**config.mk**
```make
export PLATFORM = sky130hd
export DESIGN_NAME = instr_fetch
export DESIGN_NICKNAME = d
export VERILOG_FILES = /design/src/rtl/instr_fetch.sv
export SDC_FILE = /design/constraint.sdc
export NUM_CORES = 1
export LEC_CHECK = 0
export ABC_AREA = 1
export BUFFER_PORTS_ARGS = -buffer_cell sky130_fd_sc_hd__buf_2
export CORE_UTILIZATION = 30
export DETAILED_ROUTE_END_ITERATION = 7
export PLACE_DENSITY_LB_ADDON = 0.15
export SLEW_MARGIN = 20
export SYNTH_ARGS = -nofsm -noshare
export SYNTH_HDL_FRONTEND = slang
export SYNTH_SLANG_ARGS = --single-unit
```
**constraint.sdc**
```tcl
create_clock -name clk -period 5.1 [get_ports clk]
set_clock_uncertainty 0.05 [all_clocks]
set_input_delay 0.51 -clock clk [delete_from_list [all_inputs] [get_ports clk]]
set_output_delay 0.51 -clock clk [all_outputs]
set_load 0.005 [all_outputs]
```
**src/rtl/instr_fetch.sv**
```systemverilog
// rtl/instr_fetch.sv - instruction fetch: pc intake, in-order memory requests, decode queue
// Optional feature macro: IFETCH_PERF_CNT_EN (adds fetch_cnt / kill_cnt counters)
module instr_fetch #(
  parameter int DEPTH     = 4,
  parameter int MAX_OUTST = 2
) (
  input  logic                    clk,
  input  logic                    rst,
  input  logic [63:0]             pc_in,
  input  logic                    pc_valid,
  output logic                    pc_ready,
  input  logic                    redirect,
  output logic                    mem_req,
  output logic [63:0]             mem_addr,
  input  logic                    mem_gnt,
  input  logic                    mem_rvalid,
  input  logic [31:0]             mem_rdata,
  output logic                    out_valid,
  input  logic                    out_ready,
  output logic [31:0]             out_instr,
  output logic [63:0]             out_pc,
`ifdef IFETCH_PERF_CNT_EN
  output logic [31:0]             fetch_cnt,
  output logic [31:0]             kill_cnt,
`endif
  output logic [$clog2(DEPTH):0]  occupancy
);

  localparam int PW = $clog2(DEPTH);
  localparam int CW = PW + 1;
  localparam logic [CW:0]   DEPTH_W = (CW+1)'(DEPTH);
  localparam logic [CW-1:0] FULL_W  = CW'(DEPTH);
  localparam logic [CW-1:0] MAXO_W  = CW'(MAX_OUTST);

  typedef enum logic [1:0] {IDLE, FETCH, DRAIN} state_t;

  state_t        state_q, state_d;
  logic          req_q, req_d;
  logic [63:0]   addr_q, addr_d;
  logic [CW-1:0] outst_q, outst_d;
  logic [CW-1:0] kill_q, kill_d;
  logic [CW-1:0] count_q, count_d;
  logic [PW-1:0] wptr_q, wptr_d, rptr_q, rptr_d;
  logic [PW-1:0] twptr_q, twptr_d, trptr_q, trptr_d;

  logic [31:0]   instr_mem [DEPTH];
  logic [63:0]   pc_mem    [DEPTH];
  logic [63:0]   tag_mem   [DEPTH];

  logic          pc_fire, gnt_fire, rsp_live, push, pop;
  logic [CW-1:0] inflight;

  // A registered-but-ungranted request already owns a queue slot, so it is
  // counted with the granted ones; otherwise the queue could be overrun.
  always_comb begin
    inflight = outst_q + CW'(req_q);
    pc_ready = !rst && !redirect && (state_q != DRAIN)
               && (({1'b0, count_q} + {1'b0, inflight}) < DEPTH_W)
               && (inflight < MAXO_W)
               && (!req_q || mem_gnt);
  end

  assign pc_fire  = pc_valid && pc_ready;
  assign gnt_fire = req_q && mem_gnt;
  assign rsp_live = mem_rvalid && (state_q != DRAIN) && !redirect && (outst_q != '0);
  assign push     = rsp_live;
  assign pop      = out_valid && out_ready;

  // Next-state: request register, tag/queue pointers, outstanding/kill counts, FSM
  always_comb begin
    state_d = state_q;
    req_d   = req_q;
    addr_d  = addr_q;
    kill_d  = kill_q;
    wptr_d  = wptr_q;
    rptr_d  = rptr_q;
    twptr_d = twptr_q;
    trptr_d = trptr_q;

    if (pc_fire) begin
      req_d  = 1'b1;
      addr_d = pc_in;
    end else if (gnt_fire) begin
      req_d  = 1'b0;
    end

    if (gnt_fire) twptr_d = twptr_q + PW'(1);
    if (rsp_live) trptr_d = trptr_q + PW'(1);
    if (push)     wptr_d  = wptr_q + PW'(1);
    if (pop)      rptr_d  = rptr_q + PW'(1);

    outst_d = outst_q + CW'(gnt_fire) - CW'(rsp_live);
    count_d = count_q + CW'(push) - CW'(pop);

    if (redirect) begin
      // Everything granted (including this cycle) minus a response landing now
      // becomes the number of responses to swallow.
      kill_d  = outst_q + kill_q + CW'(gnt_fire)
                - CW'(mem_rvalid && ((outst_q != '0) || (kill_q != '0)));
      req_d   = 1'b0;
      outst_d = '0;
      count_d = '0;
      wptr_d  = '0;
      rptr_d  = '0;
      twptr_d = '0;
      trptr_d = '0;
      state_d = (kill_d != '0) ? DRAIN : IDLE;
    end else begin
      case (state_q)
        IDLE:    if (pc_fire) state_d = FETCH;
        FETCH:   if ((outst_d == '0) && !req_d) state_d = IDLE;
        DRAIN: begin
          if (mem_rvalid && (kill_q != '0)) kill_d = kill_q - CW'(1);
          if (kill_d == '0) state_d = IDLE;
        end
        default: state_d = IDLE;
      endcase
    end
  end

  // State and control registers, cleared asynchronously
  always_ff @(posedge clk or posedge rst) begin
    if (rst) begin
      state_q <= IDLE;
      req_q   <= 1'b0;
      addr_q  <= '0;
      outst_q <= '0;
      kill_q  <= '0;
      count_q <= '0;
      wptr_q  <= '0;
      rptr_q  <= '0;
      twptr_q <= '0;
      trptr_q <= '0;
    end else begin
      state_q <= state_d;
      req_q   <= req_d;
      addr_q  <= addr_d;
      outst_q <= outst_d;
      kill_q  <= kill_d;
      count_q <= count_d;
      wptr_q  <= wptr_d;
      rptr_q  <= rptr_d;
      twptr_q <= twptr_d;
      trptr_q <= trptr_d;
    end
  end

  // Storage arrays: tag captured at grant, instruction+tag captured at response
  always_ff @(posedge clk) begin
    if (gnt_fire && !redirect) tag_mem[twptr_q] <= addr_q;
    if (push) begin
      instr_mem[wptr_q] <= mem_rdata;
      pc_mem[wptr_q]    <= tag_mem[trptr_q];
    end
  end

  assign mem_req   = req_q;
  assign mem_addr  = addr_q;
  assign occupancy = count_q;
  assign out_valid = (count_q != '0);
  assign out_instr = out_valid ? instr_mem[rptr_q] : '0;
  assign out_pc    = out_valid ? pc_mem[rptr_q]    : '0;

`ifdef IFETCH_PERF_CNT_EN
  logic        discard;
  logic [31:0] fetch_cnt_q, kill_cnt_q;

  assign discard = mem_rvalid && (redirect || (state_q == DRAIN))
                   && ((outst_q != '0) || (kill_q != '0));

  // Saturating event counters for decode transfers and swallowed responses
  always_ff @(posedge clk or posedge rst) begin
    if (rst) begin
      fetch_cnt_q <= '0;
      kill_cnt_q  <= '0;
    end else begin
      if (pop && (fetch_cnt_q != '1))    fetch_cnt_q <= fetch_cnt_q + 32'd1;
      if (discard && (kill_cnt_q != '1)) kill_cnt_q  <= kill_cnt_q + 32'd1;
    end
  end

  assign fetch_cnt = fetch_cnt_q;
  assign kill_cnt  = kill_cnt_q;
`endif

`ifndef SYNTHESIS
  a_no_full_write: assert property (@(posedge clk) disable iff (rst)
    !(push && (count_q == FULL_W)));
  a_no_stray_rsp: assert property (@(posedge clk) disable iff (rst)
    !(mem_rvalid && (outst_q == '0) && (kill_q == '0)));
`endif

endmodule

```
## After elaboration in Yosys (flattened, before gate mapping)

Memory sizes are Yosys's and may differ from the RTL's.
Cells that the tools add are included.

- Memories kept: 3
- Memory bits (writable): 640
- Bits in registers: 84
- Logic and storage cells: 98

- Muxes and demuxes: 30
- Order comparisons: 2
- Add/subtract/negate cells: 14
- Eq/ne operators: 6
- Reductions and logical operators: 33

Memory list:

| memory | depth | width | read ports | clocked after memory_dff | write ports | line | RTL |
|---|---|---|---|---|---|---|---|
| pc_mem | 4 | 64 | 1 | 0 | 1 | 47 | `logic [63:0] pc_mem [DEPTH];` |
| tag_mem | 4 | 64 | 1 | 0 | 1 | 48 | `logic [63:0] tag_mem [DEPTH];` |
| instr_mem | 4 | 32 | 1 | 0 | 1 | 46 | `logic [31:0] instr_mem [DEPTH];` |

Operator list:

| kind | count |
|---|---|
| $mux W64 | 1 |
| $mux W32 | 1 |
| $mux W2 | 13 |
| $mux W3 | 7 |
| $logic_and A1 B1 Y1 | 15 |
| $add A3 B1 Y3 | 4 |
| $reduce_bool A3 Y1 | 4 |
| $ne A3 B3 Y1 const B | 3 |
| $sub A3 B1 Y3 | 3 |
| $add A2 B1 Y2 const B | 4 |
| $reduce_bool A2 Y1 | 4 |
| $mux W1 | 7 |
| $logic_not A3 Y1 | 2 |
| $pmux W2 S3 | 1 |
| $add A3 B3 Y4 | 1 |
| $logic_not A1 Y1 | 4 |
| $lt A4 B3 Y1 const B | 1 |
| $add A3 B3 Y3 | 1 |
| $lt A3 B2 Y1 const B | 1 |
| $reduce_and A3 Y1 | 1 |
| $sub A3 B1 Y3 const B | 1 |
| $eq A2 B1 Y1 const B | 1 |
| $eq A2 B2 Y1 const B | 1 |
| $logic_not A2 Y1 | 1 |
| 2 further kinds | 3 |

## Longest topological paths before layout

Gate-level depths: netlist of run 1.

- Depth after elaboration: 13
- Mapped depth: 16

## Worst setup path after synthesis of run 1

No wires, ideal clock.

- Path type: input to register
- Start point: in redirect
- End point: mem instr_mem[0][0], enable pin
- Slack: -377 ps
- Cell stages on the path: 3
- Setup time: 552 ps
- Arrival: 4875 ps
- Path through: inv_2 -> nand4_2 -> nor2_1

- Word-level cells in the longest chain between the ends: 5

RTL lines:

| what | line | RTL |
|---|---|---|
| start: declaration | 12 | `input logic redirect,` |
| $logic_not A1 Y1 | 65 | `assign rsp_live = mem_rvalid && (state_q != DRAIN) && !redirect && (outst_q != '0);` |
| $logic_and A1 B1 Y1 (2 in a row) | 65 |  |
| $mux W1 | 151 | `if (push) begin` |
| $mux W1 (implied by the code) | 152 | `instr_mem[wptr_q] <= mem_rdata;` |
| end: declaration | 46 |  |

No other way between the ends.

## Final worst setup path of run 1

- Start point: reg rptr_q[0]
- End point: out out_pc[30]

- Word-level cells in the longest chain between the ends: 2

RTL lines:

| what | line | RTL |
|---|---|---|
| start: declaration | 43 | `logic [PW-1:0] wptr_q, wptr_d, rptr_q, rptr_d;` |
| start signal: assignment | 142 | `rptr_q <= rptr_d;` |
| $mem_v2 Z4 W64 | - |  |
| $mux W64 | 162 | `assign out_pc = out_valid ? pc_mem[rptr_q] : '0;` |
| end: declaration | 21 | `output logic [63:0] out_pc,` |

No other way between the ends.

==> results of run 1 <==
==> where the power goes <==
group / total, mW / internal, mW / switching [mW]
sequential: 7.60 / 7.02 / 0.576
clock: 5.89 / 3.59 / 2.29
combinational: 2.94 / 1.05 / 1.89
==> routing by layer <==
| metal | part of all wire | track usage | vias up |
|---|---|---|---|
| li1 | - | - | 8366 |
| met1 | 0.47 | 0.215 | 8611 |
| met2 | 0.45 | 0.236 | 402 |
| met3 | 0.048 | 0.0272 | 119 |
| met4 | 0.029 | 0.0484 | 0 |
| met5 | 0 | 0 | - |
==> layout make-up <==
| cell class | instances | area share |
|---|---|---|
| flip-flops and latches | 724 | 0.635 |
| multi-input cells | 1311 | 0.178 |
| clock buffers | 116 | 0.0695 |
| repair buffers | 317 | 0.0533 |
| well taps | 1243 | 0.0463 |
| clock inverters | 34 | 0.0113 |
| inverters | 50 | 0.00592 |
| diodes | 2 | 0.000149 |
==> worst min path at each step <==
stage / startpoint / endpoint / depth (start not counted)
5_1_grt: pc_in[42] / mem_addr[42]$_DFFE_PP0P_ / 3
6_report: pc_in[38] / mem_addr[38]$_DFFE_PP0P_ / 3
3_3_place_gp: rst / mem_addr[18]$_DFFE_PP0P_ / 2
4_1_cts: pc_in[38] / mem_addr[38]$_DFFE_PP0P_ / 3
2_1_floorplan: state_q[1]$_DFFE_PP0P_ / state_q[0]$_DFFE_PP0P_ / 3
3_5_place_dp: rst / mem_addr[18]$_DFFE_PP0P_ / 2
==> registers in the layout, indices dropped and copies added (netlist names) <==
| name | cells |
|---|---|
| kill_q | 3 |
| occupancy | 3 |
| wptr_q | 2 |
| twptr_q | 2 |
| pc_mem | 256 |
| mem_addr | 64 |
| trptr_q | 2 |
| state_q | 2 |
| tag_mem | 256 |
| instr_mem | 128 |
| outst_q | 3 |
| rptr_q | 2 |
| mem_req | 1 |
==> worst register-to-register path: stages (launching register included) <==
cell,delay (ns)
dfrtp_4,0.82
clkinv_2,0.86
buf_4,0.59
o21ai_0,0.23
o22ai_1,0.23
==> Yosys cell counts, drive strengths merged <==
cell type  number  area, µm²
a21oi         101        505
buf            55        302
clkbuf         76        285
clkinv          1       3.75
dfrtp          84       2100
edfxtp        640      19200
fa              4       80.1
ha             20        250
inv            49        184
nand2         236        888
nand3          10       55.1
nand4           2       18.8
nor2          536       2010
nor3            3       15.0
o211ai          3       22.5
o21ai         327       1640
o22ai          64        400
xnor2           2       17.5
xor2            3       26.3
==> logic make-up (layout without fill, tap and decap cells) <==
kind of cell	count (synthesis)	after routing	synth area share
buffers and inverters	181	517	0.0276
adder cells (fa/ha/maj)	24	24	0.0118
XOR/XNOR	5	5	0.00156
AND/OR/NAND/NOR	787	787	0.107
flip-flops	724	724	0.761
AO/OA/AOI/OAI	495	495	0.0915
other	0	2	0
==> per-stage QoR <==
step / utilization / power (mW) / instance area, µm² / std cells / TNS, ns
floorplan: - / 9.01 / 28000 / 2216 / -144.63
global placement: 0.334 / 10.7 / 30700 / 3632 / 0
detailed placement: 0.334 / 10.8 / 30700 / 3632 / 0
CTS: 0.365 / 16.7 / 33600 / 3795 / 0
global route: 0.365 / 17.3 / 33600 / 3795 / 0
finish: 0.365 / 16.4 / 33600 / 3797 / 0
==> repair_timing <==
action                    CTS  global route
hold buffers               13             0
resized for setup           0             0
hold endpoints to repair   33             0
==> metrics, run 1 <==
die width 308 µm; Hold Worst Slack 0.0423 ns; CTS tree yes; fill count 8864; Data arrival, critical path roughly 3.3 ns; number of synthesized register bits slightly above 700; first-pass GRT wire length 108000 µm; antenna-violating nets left 0; vias per inst about 4.6; DRC 0; Post-Synthesis Cells 2216; crit-path max cell delay ~0.87 ns; yosys warns 0; Reg-to-Reg Start trptr_q[0]$_DFFE_PP0P_; Total Wirelength 73000 µm; Max Fanout on Critical Path 64; LEAKAGE 12.4 nW; routed vias 17498; Crit. End Element output port; worst skew pair latency 0.61 ns; Final Hold Fails 0; crit path max-delay cell type dfrtp_4; CTS clk-pin slew, worst paths ~0.06 ns; Setup WS pre-CTS 1.89 ns; Overflow after GRT 0; # rows ~110; CP Launch Type register; Worst-Margin Slew 1.07 ns; vias in the first global route ~17000; CP dominant cell by count nor2_1; max cap viols 0; worst setup path start rptr_q[0]$_DFFE_PP0P_; max-slew violations 0; critical path's top delay family buffers and inverters; most frequent cells in the layout edfxtp_1, nor2_1, o21ai_0; Core Area 0.0921 mm²; Die H 308 µm; cell depth of the worst setup path 6; largest net degree at the start of global routing 97; Clock Tree Root clkbuf_16; drt pass-1 iters 5; Max Root-Sink Buffers 3; most common cell after layout, fill and taps aside edfxtp_1; gpl congestion ~0.73; PwrDens 489 mW/mm²; Hold Crit Class in -> reg; Synth cell types 27; final clock period utilization by the worst path 0.758; Reg area 0.0213 mm²; clock sink total 724; depth of the CTS H-tree 3; sequential fraction of the synthesis area 0.761; fin nets 2613; multi-input logic area 0.00599 mm²; DP HPWL ~42000 µm; CTS Buf Count 82; routed len/inst 19.2 µm; Starting DRT DRC Count around 1200; status completed; critical path endpoint out_pc[30]; Setup Buffers After CTS 0; CP Class reg -> out; CP cell instances buf_4 -> nor2_1 -> nor2_1 -> o21ai_0 -> a21oi_1 -> buf_2; I/O pins 269; reg2reg end pc_mem[1][1]$_DFFE_PP_; PnR worst setup slack approximately 1.2 ns; reg2reg setup slack approximately 2 ns; min Tclk post-route 3.87 ns; Starting Density 0.304; unrepaired setup endpoints after global routing false; Fmax 0.259 GHz; R2R depth 4; share of cells above drive strength 1 0.175; syn_area_per_cell 12.6 µm²; VDD IR max 0.295 mV; Layout area overhead 19.9%; CP bufs+invs 2; die area 0.0946 mm²; Rel. slew slack 0.284; initial antenna violation count 2; Overall Global Routing Usage 0.152; Post-Syn Area 0.0280 mm²; post-synthesis net count roughly 2300; I/O Buffers between 200 and 300; # setup viols final 0; Worst EP required 4.54 ns
No activity file was read; power rests on OpenSTA's default activity.
==> run 2, diff against run 1 <==
--- a/config.mk
+++ b/config.mk
@@ -5,7 +5,7 @@
 export SDC_FILE = /design/constraint.sdc
 export NUM_CORES = 1
 export LEC_CHECK = 0
-export ABC_AREA = 1
+export ABC_AREA = 0
 export BUFFER_PORTS_ARGS = -buffer_cell sky130_fd_sc_hd__buf_2
 export CORE_UTILIZATION = 30
 export DETAILED_ROUTE_END_ITERATION = 7
==> constraint.sdc (replaced) <==
create_clock -name clk -period 3.2 [get_ports clk]
set_clock_uncertainty 0.05 [all_clocks]
set_input_delay 0.32 -clock clk [delete_from_list [all_inputs] [get_ports clk]]
set_output_delay 0.32 -clock clk [all_outputs]
set_load 0.005 [all_outputs]
==> metrics, run 2 <==
worst skew pair latency 0.63 ns; Post-Synthesis Cells 1221; unrepaired setup endpoints after global routing false; Setup WS pre-CTS 0.265 ns; most frequent cell after synthesis edfxtp_1; Largest regs pc_mem x256, tag_mem x256, instr_mem x128; Overflow after GRT 0; clock sink total 724; fin nets 1778; Clock Tree Root clkbuf_16; max cap viols 0; fill count 8364; Setup TNS 0 ns; Data arrival, critical path 2.60 ns; antenna-violating nets left 0; share of cells above drive strength 1 0.382; syn_area_per_cell about 23 µm²; CP Class reg -> out; multi-input logic area 0.00592 mm²; Setup Buffers After CTS 0; placed inst area 0.0307 mm²; Max Root-Sink Buffers 3; Rel. slew slack 0.450; final clock period utilization by the worst path 0.930; Reg area 0.0213 mm²; Global Route met2 Usage 0.236; die area about 0.093 mm²; VDD IR max between 0.3 and 0.4 mV; LEAKAGE 12.0 nW; min Tclk post-route 2.97 ns; vias per inst about 4.5; Overall Global Routing Usage 0.137; top_reg_cell synth edfxtp_1; Core Area 0.0906 mm²; met1 Usage GRT 0.175; CP Launch Type register; Final Hold Fails 0; CTS tree yes; gpl congestion 0.714; Reg-to-Reg Start kill_q[0]$_DFFE_PP0P_; first-pass GRT wire length 93600 µm; number of synthesized register bits 724; Pwr Total 26.4 mW; drt pass-1 iters 5; Synth cell types 39; I/O pins 269; reg2reg setup slack 0.30 ns; cell area after layout 0.0343 mm²; most common cell after layout, fill and taps aside edfxtp_1; Fmax roughly 0.34 GHz; Hold Crit Class in -> reg; yosys warns 0; # setup viols final 0; CP bufs+invs 2; sequential fraction of the synthesis area 0.773; critical hold path startpoint out_ready; depth of the CTS H-tree 3; DRC 0; async set-or-reset flop fraction in the synthesized netlist 0.116; Post-Syn Area about 0.028 mm²; Crit. End Element output port; PwrDens 769 mW/mm²; Hold Worst Slack approximately 0.073 ns; routed len/inst 21.7 µm; # rows 110; antenna cells 0; critical path's top delay family flip-flops; Die H between 300 and 400 µm; PnR worst setup slack 0.225 ns; Placed Cells 2644; Max Fanout on Critical Path 14; Starting DRT DRC Count 641; CTS Buf Count 83; largest net degree at the start of global routing 67; Total Wirelength around 63000 µm; die width 305 µm; Starting Density 0.304; most frequent cells in the layout edfxtp_1, buf_2, mux4_2; crit path max-delay cell type dfrtp_4; crit-path max cell delay 0.63 ns; top post-synthesis cells by area edfxtp_1, mux4_2, dfrtp_1, and2_1, mux2_4; Post-synth EDFFs 640; DP HPWL ~36000 µm; post-synthesis net count 1348; most area-hungry cell type in the Yosys netlist edfxtp_1; initial antenna violation count 4; max-slew violations 0; non-filler cells, final 2896; M3 GR Usage 0.0261; Worst-Margin Slew 0.813 ns; most used routing layer in global routing met2; vias in the first global route approximately 14000; I/O Buffers between 200 and 300; worst setup path start rptr_q[0]$_DFFE_PP0P_; status completed; CP cell instances buf_4 -> mux4_2 -> and2_1 -> buf_2; Synth top cells by count edfxtp_1, mux4_2, and2_1; Worst EP required 2.83 ns; CTS clk-pin slew, worst paths 0.06 ns; area fraction of the dominant cell type after synthesis 0.697; routed vias ~13000; Final Core Density 0.379; Layout area overhead 24.6%
[run 2: changes by cell type after synthesis, sizes merged, moves of 8 or more]
cell	change
a21oi	-99
and2	+105
buf	-23
clkbuf	-50
inv	-30
mux2	+66
mux4	+160
nand2	-225
nand3	-8
nor2	-528
o21ai	-321
o22ai	-64
[run 2: power by group]
group | internal (mW) | total [mW] | switching (mW)
sequential | 11.2 | 12.1 | 0.887
clock | 5.37 | 9.14 | 3.77
combinational | 2.74 | 5.14 | 2.40
[run 2: cell families (layout without fill, tap and decap cells)]
family | count (synthesis) | in the layout | synth area share
XOR/XNOR | 11 | 11 | 0.00399
multiplexers | 227 | 227 | 0.163
AO/OA/AOI/OAI | 12 | 12 | 0.00254
adder cells (fa/ha/maj) | 24 | 24 | 0.0120
AND/OR/NAND/NOR | 146 | 146 | 0.0318
flip-flops | 724 | 724 | 0.773
buffers and inverters | 77 | 576 | 0.0132
[run 2: layout make-up]
| class | instances | area share |
|---|---|---|
| Multi-Input combinational cell | 420 | 0.172 |
| Tap cell | 1176 | 0.0428 |
| Timing Repair Buffer | 403 | 0.0844 |
| Inverter | 19 | 0.00215 |
| Clock inverter | 35 | 0.0113 |
| Sequential cell | 724 | 0.621 |
| Clock buffer | 119 | 0.0659 |
[run 2: per-layer routing]
metal / routed length [µm] / part of all wire
met5: 10 / 0.00016
met4: 1040 / 0.017
met3: 2710 / 0.043
met2: 32000 / 0.51
met1: 27000 / 0.43
[run 2: path summary, 6_finish.rpt]
path / to / depth (start not counted)
max reg2reg: state_q[1]$_DFFE_PP0P_ / 12
max: out_pc[14] / 4
max in group asynchronous: mem_addr[25]$_DFFE_PP0P_ / 4
min: rptr_q[1]$_DFFE_PP0P_ / 4
min in group asynchronous: mem_addr[20]$_DFFE_PP0P_ / 3
min reg2reg: state_q[0]$_DFFE_PP0P_ / 1
[run 2: tightest hold or removal path: stages]
cell	delay [ns]
buf_2	0.13
nand3_1	0.09
xor2_1	0.07
nor2_1	0.09
[run 2: timing repair]
item,CTS,global route
endpoints found under the hold margin,227,0
hold buffers,98,0
gates resized for setup,0,1
setup endpoints to repair,0,1
